### config.mk
export PLATFORM = sky130hd
export DESIGN_NAME = mem_port_arbiter
export DESIGN_NICKNAME = d
export VERILOG_FILES = /design/src/rtl/mem_port_arbiter_pkg.sv /design/src/rtl/mem_port_arbiter.sv
export SDC_FILE = /design/constraint.sdc
export NUM_CORES = 1
export LEC_CHECK = 0
export BUFFER_PORTS_ARGS = -buffer_cell sky130_fd_sc_hd__clkbuf_2
export CORE_AREA = 2 2 107 109
export CTS_CLUSTER_SIZE = 10
export DETAILED_ROUTE_END_ITERATION = 10
export DIE_AREA = 0 0 109 111
export PLACE_DENSITY_LB_ADDON = 0.1
export SETUP_SLACK_MARGIN = 0.4
export SYNTH_ARGS = -nofsm -noshare
export SYNTH_HDL_FRONTEND = slang
export SYNTH_SLANG_ARGS = --single-unit
### constraint.sdc
create_clock -name clk -period 2.1 [get_ports clk]
set_input_delay 0 -clock clk [delete_from_list [all_inputs] [get_ports clk]]
set_output_delay 0 -clock clk [all_outputs]
set_load 0.02 [all_outputs]
### src/rtl/mem_port_arbiter_pkg.sv
// Shared types and constants for the instruction/data memory port arbiter.
// Holds the state and owner encodings, the starvation limit and size codes.
package mem_port_arbiter_pkg;

  typedef enum logic [1:0] {
    S_IDLE = 2'd0,
    S_ADDR = 2'd1,
    S_DATA = 2'd2
  } state_e;

  typedef enum logic {
    OWN_INST = 1'b0,
    OWN_DATA = 1'b1
  } owner_e;

  localparam logic [1:0] STARVE_LIMIT = 2'd3;

  localparam logic [1:0] SIZE_BYTE = 2'd0;
  localparam logic [1:0] SIZE_HALF = 2'd1;
  localparam logic [1:0] SIZE_WORD = 2'd2;

  typedef struct packed {
    logic        wr;
    logic [1:0]  size;
    logic [31:0] addr;
    logic [31:0] wdata;
  } req_buf_t;

endpackage

### src/rtl/mem_port_arbiter.sv
// Arbitrates fetch and load/store requests onto one memory port.
// One transaction in flight; data has priority unless fetch is starved.
module mem_port_arbiter
  import mem_port_arbiter_pkg::*;
(
  input  logic        clk,
  input  logic        rst,
  input  logic        inst_req,
  input  logic [31:0] inst_addr,
  input  logic        inst_cancel,
  output logic        inst_addr_ok,
  output logic        inst_data_ok,
  output logic [31:0] inst_rdata,
  input  logic        data_req,
  input  logic        data_wr,
  input  logic [1:0]  data_size,
  input  logic [31:0] data_addr,
  input  logic [31:0] data_wdata,
  output logic        data_addr_ok,
  output logic        data_data_ok,
  output logic [31:0] data_rdata,
  output logic        mem_req,
  output logic        mem_wr,
  output logic [1:0]  mem_size,
  output logic [31:0] mem_addr,
  output logic [31:0] mem_wdata,
  input  logic        mem_addr_ok,
  input  logic        mem_data_ok,
  input  logic [31:0] mem_rdata
);

  state_e     r_state;
  owner_e     r_owner;
  logic [1:0] r_starve;
  logic       r_drop;
  req_buf_t   r_buf;

  logic w_idle;
  logic w_inst_vld;
  logic w_inst_win;
  logic w_gnt_i;
  logic w_gnt_d;
  logic w_ack;
  logic w_inst_own;
  logic w_drop;

  assign w_idle     = rst & (r_state == S_IDLE);
  assign w_inst_vld = inst_req & ~inst_cancel;
  assign w_inst_win = w_inst_vld &
                      (~data_req | (r_starve == STARVE_LIMIT));
  assign w_gnt_i    = w_idle & w_inst_win;
  assign w_gnt_d    = w_idle & data_req & ~w_inst_win;
  assign w_ack      = rst & (r_state == S_DATA) & mem_data_ok;
  assign w_inst_own = (r_owner == OWN_INST);
  // A cancel in the completion cycle itself also drops the result.
  assign w_drop     = r_drop | inst_cancel;

  assign inst_addr_ok = w_gnt_i;
  assign data_addr_ok = w_gnt_d;
  assign inst_data_ok = w_ack & w_inst_own & ~w_drop;
  assign data_data_ok = w_ack & ~w_inst_own;
  assign inst_rdata   = inst_data_ok ? mem_rdata : 32'h0;
  assign data_rdata   = data_data_ok ? mem_rdata : 32'h0;

  assign mem_req   = rst & (r_state == S_ADDR);
  assign mem_wr    = rst & r_buf.wr;
  assign mem_size  = rst ? r_buf.size  : 2'd0;
  assign mem_addr  = rst ? r_buf.addr  : 32'h0;
  assign mem_wdata = rst ? r_buf.wdata : 32'h0;

  always_ff @(posedge clk) begin
    if (!rst) begin
      r_state  <= S_IDLE;
      r_owner  <= OWN_DATA;
      r_starve <= 2'd0;
      r_drop   <= 1'b0;
      r_buf    <= '0;
    end else begin
      unique case (r_state)
        S_IDLE: begin
          if (w_gnt_i) begin
            r_buf    <= '{1'b0, SIZE_WORD,
                          inst_addr, 32'h0};
            r_owner  <= OWN_INST;
            r_starve <= 2'd0;
            r_state  <= S_ADDR;
          end else if (w_gnt_d) begin
            r_buf    <= '{data_wr, data_size,
                          data_addr, data_wdata};
            r_owner  <= OWN_DATA;
            r_state  <= S_ADDR;
            if (inst_req && r_starve != STARVE_LIMIT)
              r_starve <= r_starve + 2'd1;
          end
        end
        S_ADDR: begin
          if (inst_cancel && w_inst_own)
            r_drop <= 1'b1;
          if (mem_addr_ok)
            r_state <= S_DATA;
        end
        S_DATA: begin
          if (mem_data_ok) begin
            r_state <= S_IDLE;
            r_drop  <= 1'b0;
          end else if (inst_cancel && w_inst_own) begin
            r_drop <= 1'b1;
          end
        end
        default: r_state <= S_IDLE;
      endcase
    end
  end

endmodule

==> metrics.md, run 1 <==
| Metric | Value |
|---|---|
| Clock buffer depth | 2 |
| Startpoint types | flop |
| Antenna diode count | 0 |
| Synth top area share | 39.57% |
| Layout Area Growth over Synthesis | 94.78% |
| Seq/Total Area, Yosys | 39.57% |
| Drt pass-1 iters | 5 |
| Ys Warns | 0 |
| Max Cap Viol | 0 |
| Slew @ Worst Pin | 0.7224 ns |
| Die width | 109 um |
| RSZ-0062 raised after global routing | yes |
| Fmax achieved | 541.4 MHz |
| Worst Path Buf+Inv | 4 |
| Power Dens Cells | 589.1 nW/um2 |
| Placement Setup Slack | 0.2093 ns |
| CP max stage delay | 0.36 ns |
| Initial antenna violation count | 0 |
| R2R Setup Slk | 0.37 ns |
| Grt ovf | 0 |
| Slew HR | 51.61% |
| Critical path required time | 2.10 ns |
| Clock sink count | 73 |
| Clock skew | 0.008604 ns |
| Avg Cell Area, Syn | 8.118 um2 |
| ANT nets after route | 0 |
| Layout cells sized above 1 | 43.33% |
| GR Util All Layers | 22.33% |
| Syn nets | 598 |
| Clock root cell | clkbuf_16 |
| Non-filler cells, final | 983 |
| Setup WS post-layout | 0.2530 ns |
| CP max-delay cell | dfxtp_4 |
| Row count | 39 |
| Static Leak | 3.645 nW |
| Mapped Cells | 455 |
| Total via count in the routed design | 4777 |
| CTS H-Tree Depth | 3 |
| IO buf count | 273 |
| Synth async-reset ratio | 0% |
| Sequential cell area | 1468 um2 |
| Yosys reg bits | 73 |
| Tcrit/Tclk final | 87.95% |
| Clk pin slew, worst setup/hold paths | 0.06 ns |
| Final TNS setup | 0 ns |
| Commonest cells post-synth | 132 x and2_1, 73 x dfxtp_1, 68 x a21oi_1 |
| Critical path peak fanout | 4 |
| Routed wire length | 15290 um |
| Vias in the first global route | 4569 |
| Die Span Y | 111 um |
| Crit Path Category | reg2out |
| Drt initial violations | 289 |
| Routability Congestion | 0.8898 |
| Netlist cell types | 30 |
| VDD IR max | 0.0005000 V |
| Final Hold Viols | 0 |
| Final min period | 1.847 ns |
| Fillers | 887 |
| Largest net degree at the start of global routing | 54 |
| Status | finished, final reports clean |
| Area of the multi-input gates | 2171 um2 |
| Count leader, synth | and2_1 |
| Ranking of synthesized cells by area | dfxtp_1 40%, and2_1 22%, a21oi_1 9.2%, a22o_1 7.4%, o21ai_0 4.6% |
| DR vias/cell | 4.860 |
| First-pass GRT wire length | 21300 um |
| CTS tree | built |
| Wirelength per Cell | 15.56 um |
| HP Class | in2reg |
| Post-synth EDFFs | 0 |
| Die Area | 12100 um2 |
| Most frequently used flop master after synthesis | dfxtp_1 |
| Nets@finish | 978 |
| I/O pin cnt | 274 |
| Cells along the critical path | inv_4 -> ha_4 -> nand3_4 -> nor4_4 -> buf_4 -> clkbuf_16 -> and2_4 -> buf_8 |
| WP data arrival | 1.85 ns |
| Placed Instances | 844 |
| Placeable Area | 11080 um2 |
| HPWL after DPL | 8894 um |
| Crit. End Element | output pin |
| Top Family by Delay on Critical Path | simple AND/OR/NAND/NOR gates |
| Clock buffer count from CTS | 9 |
| # DRC | 0 |
| Cell taking the most area after synthesis | dfxtp_1 |
| Cell area after synthesis | 3694 um2 |
| Clock Latency Late Sink | 0.33 ns |
| Final setup viols | 0 |
| Initial Utilization | 33.34% |
| Pins Over Slew Limit | 0 |
## report_power, final
group / internal [mW] / total, mW / switching, mW / leakage [nW]
clock network: 0.928 / 1.55 / 0.622 / 0.142
registers: 1.53 / 1.59 / 0.0537 / 0.603
logic: 0.539 / 1.10 / 0.560 / 2.90
total: 3.00 / 4.24 / 1.24 / 3.65
## cell families after synthesis
kind of cell	Yosys count	synth area share, %
simple gates	190	29.81
xor+xnor	1	0.2372
fa+ha+maj	5	1.694
compound gates	139	22.63
flops	73	39.57
buf+inv	44	5.251
mux	3	0.8130
## cell usage in the layout, fill, tap and decap left out, types with 2 or more instances in the layout
| cell type | n |
|---|---|
| and2_1 | 110 |
| dfxtp_2 | 2 |
| nor2_1 | 4 |
| o21ai_0 | 34 |
| mux2i_1 | 3 |
| buf_12 | 6 |
| dfxtp_1 | 70 |
| inv_6 | 2 |
| a22o_1 | 31 |
| o211a_1 | 2 |
| buf_4 | 43 |
| a21oi_1 | 68 |
| nand3_1 | 4 |
| nand2_1 | 41 |
| and2_4 | 22 |
| buf_8 | 13 |
| clkinvlp_4 | 2 |
| dlygate4sd3_1 | 100 |
| inv_1 | 3 |
| ha_4 | 2 |
| buf_6 | 23 |
| clkbuf_2 | 219 |
| clkbuf_16 | 10 |
| ha_1 | 2 |
## final cells by class
type	count	area share, %
multi-input combinational	338	30.17
timing repair buffer	407	42.23
inverter	6	0.5217
tap	143	2.487
clock inverter	7	1.061
sequential	73	20.40
clock buffer	9	3.130
## worst reg2reg max path: stages, from the launching register on
cell      delay, ns
dfxtp_4        0.36
inv_4          0.06
buf_4          0.11
ha_4           0.17
buf_12         0.12
o211ai_4       0.24
buf_12         0.28
a21oi_1        0.17
a21oi_1        0.10
## through the flow
| step | util [%] | total power [mW] | hold slack, ns | instance area [um2] |
|---|---|---|---|---|
| 3_5_place_dp | 47.10 | 2.465 | 0.2217 | 5218 |
| 5_1_grt | 64.95 | 4.446 | 0.09227 | 7194 |
| 4_1_cts | 60.92 | 4.198 | 0.06563 | 6748 |
| 6_report | 64.95 | 4.238 | 0.08190 | 7194 |
| 2_1_floorplan | - | 2.122 | 0.1251 | 3694 |
| 3_3_place_gp | 47.10 | 2.449 | 0.2170 | 5218 |
## what timing repair did
action | 4_1_cts | 5_1_grt
pin swaps | 0 | 23
hold endpoints to repair | 68 | 0
setup buffers | 3 | 12
cloned | 4 | 4
hold buffers | 100 | 0
resized for setup | 50 | 146
endpoints found under the setup margin | 138 | 131
## routing by layer
layer  wire length [um]  vias up  track usage, %
met2               7902      235           40.58
met3               1074       48           5.585
li1                   -     2289               -
met4                538        0           8.889
met5                  0        -               0
met1               5776     2205           24.21
## worst paths after layout
path / to / from / depth (start not counted)
max: inst_rdata[25] / r_state[0] / 8
min: r_drop / inst_cancel / 3
max reg2reg: r_buf[47] / r_state[0] / 8
min reg2reg: r_buf[25] / r_buf[25] / 2
## flip-flops by register name (all words and copies together) (netlist names)
register  count
r_buf        67
r_starve      2
r_state       2
r_drop        1
r_owner       1
No activity file was read; power rests on OpenSTA's default activity.
==> inputs of run 2 (changes only) <==
--- a/config.mk
+++ b/config.mk
@@ -6,11 +6,15 @@
 export NUM_CORES = 1
 export LEC_CHECK = 0
 export BUFFER_PORTS_ARGS = -buffer_cell sky130_fd_sc_hd__clkbuf_2
-export CORE_AREA = 2 2 107 109
+export CELL_PAD_IN_SITES_DETAIL_PLACEMENT = 0
+export CELL_PAD_IN_SITES_GLOBAL_PLACEMENT = 1
+export CORE_MARGIN = 2
+export CORE_UTILIZATION = 27
 export CTS_CLUSTER_SIZE = 10
 export DETAILED_ROUTE_END_ITERATION = 10
-export DIE_AREA = 0 0 109 111
+export GPL_ROUTABILITY_DRIVEN = 0
 export PLACE_DENSITY_LB_ADDON = 0.1
+export RECOVER_POWER = 100
 export SETUP_SLACK_MARGIN = 0.4
 export SYNTH_ARGS = -nofsm -noshare
 export SYNTH_HDL_FRONTEND = slang
==> run 2 against run 1 <==
Against the previous run:
- global-route usage is 3.1 points lower
- sequential share of layout area increased by 0.65 points
- critical path type unchanged
- critical endpoint is now inst_rdata[18]
- clock skew increased by 0.0015 ns
- sequential cell count did not move
==> metrics.md, run 2 (synthesis gave the netlist of run 1 again) <==
| Metric | Value |
|---|---|
| Final instance area | 6948 um2 (-3.4%) |
| IO buf count | 273 (unchanged) |
| Total power | 4.186 mW (-1.2%) |
| Fmax achieved | 534.4 MHz (-1.3%) |
| First-pass GRT wire length | 22450 um (+5.4%) |
| Biggest regs | r_buf x67, r_starve x2, r_state x2 |
| CTS tree | built |
| Final hold slack | 0.03947 ns (-0.04242 ns) |
| RSZ-0062 raised after global routing | yes |
| Hold Path Depth | 4 (+1) |
| Final Hold Viols | 0 (unchanged) |
| Static Leak | 3.391 nW (-7.0%) |
| Drt pass-1 iters | 7 (+2) |
| Crit Path Category | reg2out |
| Critical path peak fanout | 8 (+4) |
| Critical R2R Capture | r_buf[32] |
| Clk pin slew, worst setup/hold paths | 0.05 ns (about the same) |
| Grt ovf | 0 (unchanged) |
| Slew HR | 17.55% (-34 points) |
| Fillers | 1288 (+45%) |
| Initial Utilization | 27.78% (-5.6 points) |
| Final setup viols | 0 (unchanged) |
| Layout Area Growth over Synthesis | 88.11% |
| Slew @ Worst Pin | 1.237 ns (+0.5144 ns) |
| VDD IR max | 0.0005061 V (+1.2%) |
| Pins Over Slew Limit | 0 (unchanged) |
| Crit Reg-Reg Startpoint | r_state[0] |
| Power Dens Cells | 602.5 nW/um2 (+2.3%) |
| Layout cells sized above 1 | 37.42% (-5.9 points) |
| Placeable Area | 13300 um2 (+20%) |
| Hold Path End | r_drop |
| Final TNS setup | 0 ns (unchanged) |
| HP Class | in2reg |
| Startpoint types | flop |
| Routed wire length | 14690 um (-3.9%) |
| Cells along the critical path | inv_2 -> ha_4 -> nand3_4 -> nor4_4 -> clkbuf_2 -> and2_1 -> clkbuf_1 |
| Max Cap Viol | 0 (unchanged) |
| CP max stage delay | 0.32 ns (-0.04 ns) |
| Die Span Y | 121.0 um (+9.0%) |
| ANT nets after route | 0 (unchanged) |
| Critical path required time | 2.10 ns (about the same) |
| CTS H-Tree Depth | 3 (unchanged) |
| Crit. End Element | output pin |
| Tcrit/Tclk final | 89.11% (+1.2 points) |
| Clock buffer depth | 2 (unchanged) |
| Initial antenna violation count | 0 (unchanged) |
| Vias in the first global route | 4652 (+1.8%) |
| Hold Startpoint | mem_data_ok |
| Clock skew | 0.01015 ns (+0.001547 ns) |
| I/O pin cnt | 274 (unchanged) |
| Worst Path Buf+Inv | 3 (-1) |
| Die width | 121.0 um (+11%) |
| Final min period | 1.871 ns (+0.02422 ns) |
| Die Area | 14630 um2 (+21%) |
| Largest Register | r_buf |
| Commonest non-fill, non-tap cells in the layout | 231 x clkbuf_2, 99 x dlygate4sd3_1, 79 x and2_0, 72 x dfxtp_1, 69 x a21oi_1 |
| WP data arrival | 1.87 ns (+0.02 ns) |
| Status | finished, final reports clean |
| # DRC | 0 (unchanged) |
| DR vias/cell | 4.595 (-5.4%) |
| Total via count in the routed design | 4627 (-3.1%) |
| Clock sink count | 73 (unchanged) |
| Nets@finish | 969 (-0.92%) |
| Clock buffer count from CTS | 9 (unchanged) |
| Placed Area | 5234 um2 (+0.31%) |
| CP max-delay cell | dfxtp_1 |
| Wirelength per Cell | 14.59 um (-6.2%) |
| Row count | 42 (+7.7%) |
| HPWL after DPL | 9492 um (+6.7%) |
| Clock Latency Late Sink | 0.33 ns (about the same) |
| GR Util All Layers | 19.24% (-3.1 points) |
| Commonest non-fill, non-tap cell in the layout | clkbuf_2 |
| Largest net degree at the start of global routing | 40 (-26%) |
| Top Family by Delay on Critical Path | buffers and inverters |
| R2R Setup Slk | 0.26 ns (-0.11 ns) |
| Drt initial violations | 162 (-44%) |
| Max reg flops | 67 (unchanged) |
| Register-to-Register Path Depth | 7 (-1) |
| Antenna diode count | 0 (unchanged) |
| Clock root cell | clkbuf_16 |
-- run 2: cell types whose count changed in the layout (fill, tap and decap cells not counted), sizes merged --
cell	before	now
dlygate4sd3	100	99
inv	7	8
clkbuf	230	265
clkinv	3	2
buf	86	43
-- run 2: final cells by class --
type	count	area, um2	area share [%]
Tap cell	176	220.2	3.169
Clock inverter	7	76.32	1.099
Multi-Input combinational cell	338	2091	30.09
Sequential cell	73	1463	21.05
Inverter	6	30.03	0.4322
Clock buffer	9	225.2	3.241
Timing Repair Buffer	398	2843	40.91
-- run 2: what timing repair did --
| item | 4_1_cts | 5_1_grt |
|---|---|---|
| pin swaps | 20 | 9 |
| hold buffers | 99 | 0 |
| hold endpoints to repair | 67 | 0 |
| gates cloned | 5 | 1 |
| setup endpoints to repair | 138 | 74 |
| setup buffers | 6 | 3 |
| gates resized for setup | 90 | 46 |
-- run 2: per-stage QoR --
stage,setup WS (ns),instances,util (%)
CTS,0.1927,1003,52.21
floorplan,0.4945,455,-
global placement,0.2945,877,39.37
global route,0.1304,1007,52.26
detailed placement,0.2593,877,39.37
finish,0.2288,1007,52.26
-- run 2: report_power, final --
part	internal, mW	total [mW]	switching, mW
Sequential	1.53	1.58	0.0499
Combinational	0.507	1.05	0.546
Clock	0.928	1.55	0.622
-- run 2: layer usage --
layer | part of all wire [%] | track usage [%] | up-vias
met4 | 1.2 | 6.541 | 0
met2 | 52 | 35.25 | 167
met3 | 5.4 | 4.135 | 14
met1 | 41 | 21.91 | 2173
li1 | - | - | 2273
met5 | 0 | 0 | -
-- run 2: worst max path at each step --
stage / startpoint / to / slack [ns] / cells after the start
global placement: r_state[0] / r_starve[1] / 0.29 / 6
CTS: r_state[1] / inst_rdata[10] / 0.19 / 7
finish: r_state[0] / inst_rdata[18] / 0.23 / 7
global route: r_state[0] / inst_rdata[6] / 0.13 / 7
floorplan: r_state[0] / inst_rdata[22] / 0.49 / 6
detailed placement: r_state[0] / r_owner / 0.26 / 7
-- run 2: worst reg2reg max path, cell delays in order (launching register included) --
cell and delay [ns]:
dfxtp_1 0.32, inv_2 0.09, buf_4 0.13, ha_4 0.18, o211ai_2 0.41, buf_12 0.34, a21oi_1 0.17, a21oi_1 0.10
